## config.mk

```make
export PLATFORM = sky130hd
export DESIGN_NAME = wide_add_seq
export DESIGN_NICKNAME = d
export VERILOG_FILES = /design/src/rtl/wide_add_seq.sv
export SDC_FILE = /design/constraint.sdc
export NUM_CORES = 1
export LEC_CHECK = 0
export CAP_MARGIN = 20
export CORE_MARGIN = 1
export CORE_UTILIZATION = 52
export CTS_CLUSTER_SIZE = 12
export DETAILED_ROUTE_END_ITERATION = 10
export PLACE_DENSITY_LB_ADDON = 0.3
export SYNTH_ARGS = -nofsm -noshare
export SYNTH_HDL_FRONTEND = slang
export SYNTH_SLANG_ARGS = --single-unit
```

## constraint.sdc

```tcl
create_clock -name clk -period 4.69 [get_ports clk]
set_input_delay 0.938 -clock clk [delete_from_list [all_inputs] [get_ports clk]]
set_output_delay 0.938 -clock clk [all_outputs]
set_load 0.01 [all_outputs]
```

## src/rtl/wide_add_seq.sv

```systemverilog
//------------------------------------------------------------------------------
// Module      : wide_add_seq
// Description : Wide unsigned adder that streams W-bit slices through an
//               external ripple adder, LSB slice first, one slice per cycle.
// Revision    : 1.0 - initial release
//------------------------------------------------------------------------------
`default_nettype none

module wide_add_seq #(
  parameter int W     = 4,
  parameter int WORDS = 4
) (
  input  logic                 clk,
  input  logic                 rst,
  input  logic                 in_valid,
  output logic                 in_ready,
  input  logic [W*WORDS-1:0]   a_in,
  input  logic [W*WORDS-1:0]   b_in,
  input  logic                 c_in_in,
  output logic [W-1:0]         add_a,
  output logic [W-1:0]         add_b,
  output logic                 add_c_in,
  input  logic [W-1:0]         add_sum,
  input  logic                 add_c_out,
  output logic                 out_valid,
  input  logic                 out_ready,
  output logic [W*WORDS-1:0]   sum_out,
  output logic                 c_out_out
);

  localparam int c_N     = W * WORDS;
  localparam int c_IDX_W = (WORDS > 1) ? $clog2(WORDS) : 1;
  localparam logic [c_IDX_W-1:0] c_LAST = c_IDX_W'(WORDS - 1);

  typedef enum logic [1:0] {
    ST_IDLE = 2'd0,
    ST_RUN  = 2'd1,
    ST_DONE = 2'd2
  } state_t;

  state_t               r_state;
  logic [c_IDX_W-1:0]   r_idx;
  logic                 r_carry;
  logic [c_N-1:0]       r_a;
  logic [c_N-1:0]       r_b;
  logic [c_N-1:0]       r_sum;
  logic                 r_c_out;
  logic                 r_in_ready;
  logic                 r_out_valid;

  logic [W-1:0]         w_add_a;
  logic [W-1:0]         w_add_b;
  logic                 w_add_c_in;

  // Slice mux toward the external adder; quiet (all zero) outside RUN.
  always_comb begin
    w_add_a    = '0;
    w_add_b    = '0;
    w_add_c_in = 1'b0;
    if (r_state == ST_RUN) begin
      w_add_c_in = r_carry;
      for (int i = 0; i < WORDS; i++) begin
        if (r_idx == c_IDX_W'(i)) begin
          w_add_a = r_a[i*W +: W];
          w_add_b = r_b[i*W +: W];
        end
      end
    end
  end

  always_ff @(posedge clk or posedge rst) begin
    if (rst) begin
      r_state     <= ST_IDLE;
      r_idx       <= '0;
      r_carry     <= 1'b0;
      r_a         <= '0;
      r_b         <= '0;
      r_sum       <= '0;
      r_c_out     <= 1'b0;
      r_in_ready  <= 1'b1;
      r_out_valid <= 1'b0;
    end else begin
      case (r_state)
        ST_IDLE: begin
          if (in_valid) begin
            r_a        <= a_in;
            r_b        <= b_in;
            r_carry    <= c_in_in;
            r_idx      <= '0;
            r_in_ready <= 1'b0;
            r_state    <= ST_RUN;
          end
        end

        ST_RUN: begin
          for (int i = 0; i < WORDS; i++) begin
            if (r_idx == c_IDX_W'(i)) begin
              r_sum[i*W +: W] <= add_sum;
            end
          end
          r_carry <= add_c_out;
          // Wrap idx on the last slice so it never exceeds WORDS-1.
          if (r_idx == c_LAST) begin
            r_idx       <= '0;
            r_c_out     <= add_c_out;
            r_out_valid <= 1'b1;
            r_state     <= ST_DONE;
          end else begin
            r_idx <= r_idx + 1'b1;
          end
        end

        ST_DONE: begin
          if (out_ready) begin
            r_out_valid <= 1'b0;
            r_in_ready  <= 1'b1;
            r_state     <= ST_IDLE;
          end
        end

        default: begin
          r_idx       <= '0;
          r_out_valid <= 1'b0;
          r_in_ready  <= 1'b1;
          r_state     <= ST_IDLE;
        end
      endcase
    end
  end

  assign add_a     = w_add_a;
  assign add_b     = w_add_b;
  assign add_c_in  = w_add_c_in;
  assign in_ready  = r_in_ready;
  assign out_valid = r_out_valid;
  assign sum_out   = r_sum;
  assign c_out_out = r_c_out;

endmodule

`default_nettype wire

```

Yosys cells after proc, flatten, opt, wreduce, memory -nomap -nowiden:

Index checks and enable logic that the tools add are counted.

* bits in registers: 56
* bits of input ports: 42

* $add $sub $neg: 1
* equal/unequal tests: 8
* mux-type cells: 26
* bitwise logic cells: 3
* reduce and logical (&&, ||, !) cells: 13

Operators by type and width (number)
* $mux 4: 10
* $reduce_and 2->1: 7
* $pmux 2 s3: 2
* $mux 2: 5
* $reduce_and 3->1: 3
* $eq 2x2->1 const B: 3
* $mux 1: 6
* $pmux 1 s3: 2
* $eq 2x1->1 const B: 2
* $logic_not 2->1: 2
* $ne 2x2->1 const B: 2
* $not 1->1: 3
* $add 2x1->2 const B: 1
* $ne 2x1->1 const B: 1
* $pmux 1 s2: 1
* $reduce_bool 2->1: 1

Logic depth before layout (Yosys ltp):

* depth in word-level cells: 6
* gate-level depth with buffers: 6

Least setup slack after synthesis:

OpenSTA, ideal clock, no wires.

* path type: register to output
* start: reg r_idx[0]
* end: out add_b[0]
* data arrival time: 1591 ps
* required time: 3752 ps
* setup slack: 2161 ps
* cell stages (with the launch flop): 7
* cell sequence: dfrtp_1 -> inv_1 -> ha_1 -> nor2b_1 -> clkbuf_1 -> a221oi_1 -> o41ai_1

* longest elaborated chain between the ends: 6

Ends and longest elaborated chain
* start: declaration: RTL line 42 `logic [c_IDX_W-1:0] r_idx;`
* start signal: assignment: RTL line 109 `r_idx <= r_idx + 1'b1;`
* $logic_not 2->1: RTL line 63 `if (r_idx == c_IDX_W'(i)) begin`
* $mux 4 (3 in a row): RTL line 63
* $mux 4 (*): RTL line 63
* $mux 4 (*): RTL line 60 `if (r_state == ST_RUN) begin`
* end: declaration: RTL line 21 `output logic [W-1:0] add_b,`

Every way passes the cells marked *; elsewhere a longest branch is shown, timed or not.

Worst setup path in the final report:

* start: reg r_idx[1]
* end: out add_b[1]

Same word-level chain as after synthesis.

==> run metrics <==
Worst VDD drop 0.406 mV; placed instance count 311; initial detailed-routing violation count 116; Worst path slowest cell clkdlybuf4s50_1; Setup Buffers After CTS 0; RSZ-0062 raised after global routing no; Synth Warn # 0; HP Start in_ready; HP Class reg2reg; die width 72.5 um; Core Region 4750 sq um; post-synthesis cell area 2580 sq um; TritonCTS clock tree yes; Mapped Avg Cell Area 14.0 sq um; layout cells sized above 1 25.4%; Initial DRT Pass Iterations 4; CP endpoint kind output port; clock sinks 56; status completed; Reg clk slew, reported paths 0.10 ns; die area 5250 sq um; Worst EP required 3.75 ns; Yosys reg bits 56; CP top delay family buffers and inverters; Cell Count, Final, Fillers Out 319; Worst setup SP type flip-flop; vias 1695; worst path bufs/invs 2; post-synth cell types 27; Die Y 72.5 um; Fmax 268 MHz; grt ovf 0; CTS Root Cell clkbuf_8; crit-path max FO 11; # diodes 0; Leak 1.45 nW; post-route setup TNS 0 ns; initial antenna violation count 0; H-tree depth 2; clk_skew 0.00586 ns; Avg Vias per Cell 5.31; All-Layer GR Usage 22.4%; cell-by-cell trace of the critical path inv_1 > ha_1 > nor2b_1 > a221oi_1 > o41ai_1 > clkdlybuf4s50_1; headroom to the max-slew limit 31.6%; vias in the first global route 1791; pwr dens 683 nW/um^2; worst setup path startpoint r_idx[1]; actual slew at the worst max-slew pin 1.02 ns; placer congestion estimate 0.796; nets@finish 297; WL/cell 17.1 um; global-route wire length before repair 8.73 mm; Total Power 2.32 mW; final hold viol count 0; Initial Util 54.3%; Reg2Reg Launch Point r_state[0]; drt drc 0; io pins 70; Clock Path Buffers 2; Yosys top cell area share 53.3%; P&R area growth vs syn 31.5%; IO buf count 69; Post-CTS Hold Buffers 0; Final min period 3.73 ns; CP Data Arrival Time 2.79 ns; Detail Placement HPWL 3.81 mm; Mapped Nets 231; Seq/Total Area, Yosys 54.3%; row count 25; cts repair resizes 0; Final Setup Violations 0; final worst-path cycle share 79.6%; CTS Buf Count 5; Syn Inst Count 185; dominant cell type by area after synthesis dfrtp_1; Skew-Pair Late Insertion Delay 0.31 ns; largest net degree at the start of global routing 33; CP max stage delay 0.61 ns; fin. max-slew vios 0; ranking of synthesized cells by area dfrtp_1 53%, mux2_4 16%, mux2_2 9.2%; total wire length 5.44 mm; Max Cap Viol 0; WS Path Type reg2out; Post-DRT Antenna Nets 0
Yosys cell counts:
| library cell | instances |
|---|---|
| o41ai_1 | 7 |
| and2_1 | 1 |
| ha_1 | 4 |
| a21oi_1 | 3 |
| a32o_1 | 1 |
| a22o_1 | 1 |
| nand2_2 | 1 |
| nor3_1 | 2 |
| dfrtp_1 | 55 |
| nor2b_1 | 12 |
| o21ai_0 | 3 |
| mux2_4 | 28 |
| a22oi_1 | 1 |
| clkbuf_1 | 4 |
| o21bai_1 | 1 |
| nor2_1 | 2 |
| buf_6 | 4 |
| nand2b_1 | 1 |
| nand2_1 | 8 |
| nand3_1 | 7 |
| a221oi_1 | 7 |
| inv_1 | 4 |
| dfstp_2 | 1 |
| nor2b_2 | 1 |
| mux2_2 | 21 |
| buf_2 | 4 |
| a21o_1 | 1 |
final cells by class:
cell class | count | area, sq um
Clock inverter | 2 | 13.8
Fill cell | 354 | 1360
Timing Repair Buffer | 71 | 706
Inverter | 4 | 15.0
Clock buffer | 6 | 82.6
Sequential cell | 56 | 1400
Multi-Input combinational cell | 113 | 1090
Tap cell | 67 | 83.8
metrics by stage:
| step | util (%) | hold WS, ns | setup slack [ns] | cell area, sq um |
|---|---|---|---|---|
| finish | 71.4 | 0.475 | 0.958 | 3400 |
| global route | 71.4 | 0.525 | 0.822 | 3400 |
| CTS | 71.4 | 0.482 | 0.995 | 3400 |
| detailed placement | 69.4 | 0.465 | 1.36 | 3300 |
| global placement | 69.4 | 0.451 | 1.46 | 3300 |
| floorplan | - | 0.467 | 2.16 | 2580 |
sequential cells by signal, summed over array words and instances (netlist names):
name / flops
c_out_out: 1
in_ready: 1
out_valid: 1
r_a: 16
r_b: 16
r_carry: 1
r_idx: 2
r_state: 2
sum_out: 16
per-layer routing:
layer | wire, um | vias to the layer above | GRT usage [%]
met1 | 2460 | 836 | 30.0
met3 | 281 | 4 | 5.83
li1 | - | 797 | -
met5 | 0 | - | 0
met2 | 2650 | 58 | 35.0
met4 | 59 | 0 | 8.50
worst reg2reg max path: cells and delay by family (launching register included):
kind / cells / cell delay [ns]
DFF: 1 / 0.49
muxes: 1 / 0.35
and+or+nand+nor: 2 / 1.16
cell families after synthesis:
family / synth area share, %
multiplexers: 25.4
flip-flops: 54.3
adder cells (fa/ha/maj): 1.94
AND/OR/NAND/NOR: 7.17
buffers and inverters: 3.68
AO/OA/AOI/OAI: 7.51
worst paths after layout:
kind	to	slack [ns]	cells after the start
max	add_b[1]	0.96	6
min	in_ready	0.48	2
max reg2reg	sum_out[6]	2.57	3
min reg2reg	in_ready	0.48	2
max in group asynchronous	r_b[5]	2.92	3
min in group asynchronous	r_b[11]	0.97	2
cells in the final DEF (no fill, tap or decap), drive strengths merged:
| cell | count |
|---|---|
| a21o | 1 |
| a21oi | 3 |
| a221oi | 7 |
| a22o | 1 |
| a22oi | 1 |
| a32o | 1 |
| and2 | 1 |
| buf | 2 |
| clkbuf | 6 |
| clkdlybuf4s50 | 69 |
| clkinv | 1 |
| dfrtp | 55 |
| dfstp | 1 |
| ha | 4 |
| inv | 5 |
| mux2 | 49 |
| nand2 | 9 |
| nand2b | 1 |
| nand3 | 7 |
| nor2 | 2 |
| nor2b | 13 |
| nor3 | 2 |
| o21ai | 3 |
| o21bai | 1 |
| o41ai | 7 |
power by group:
part	internal (mW)	leakage (nW)	switching, mW
combinational	0.700	0.740	0.454
sequential	0.731	0.658	0.160
clock	0.121	0.0516	0.154
total	1.55	1.45	0.768
Power figures use the tool's default switching activity.
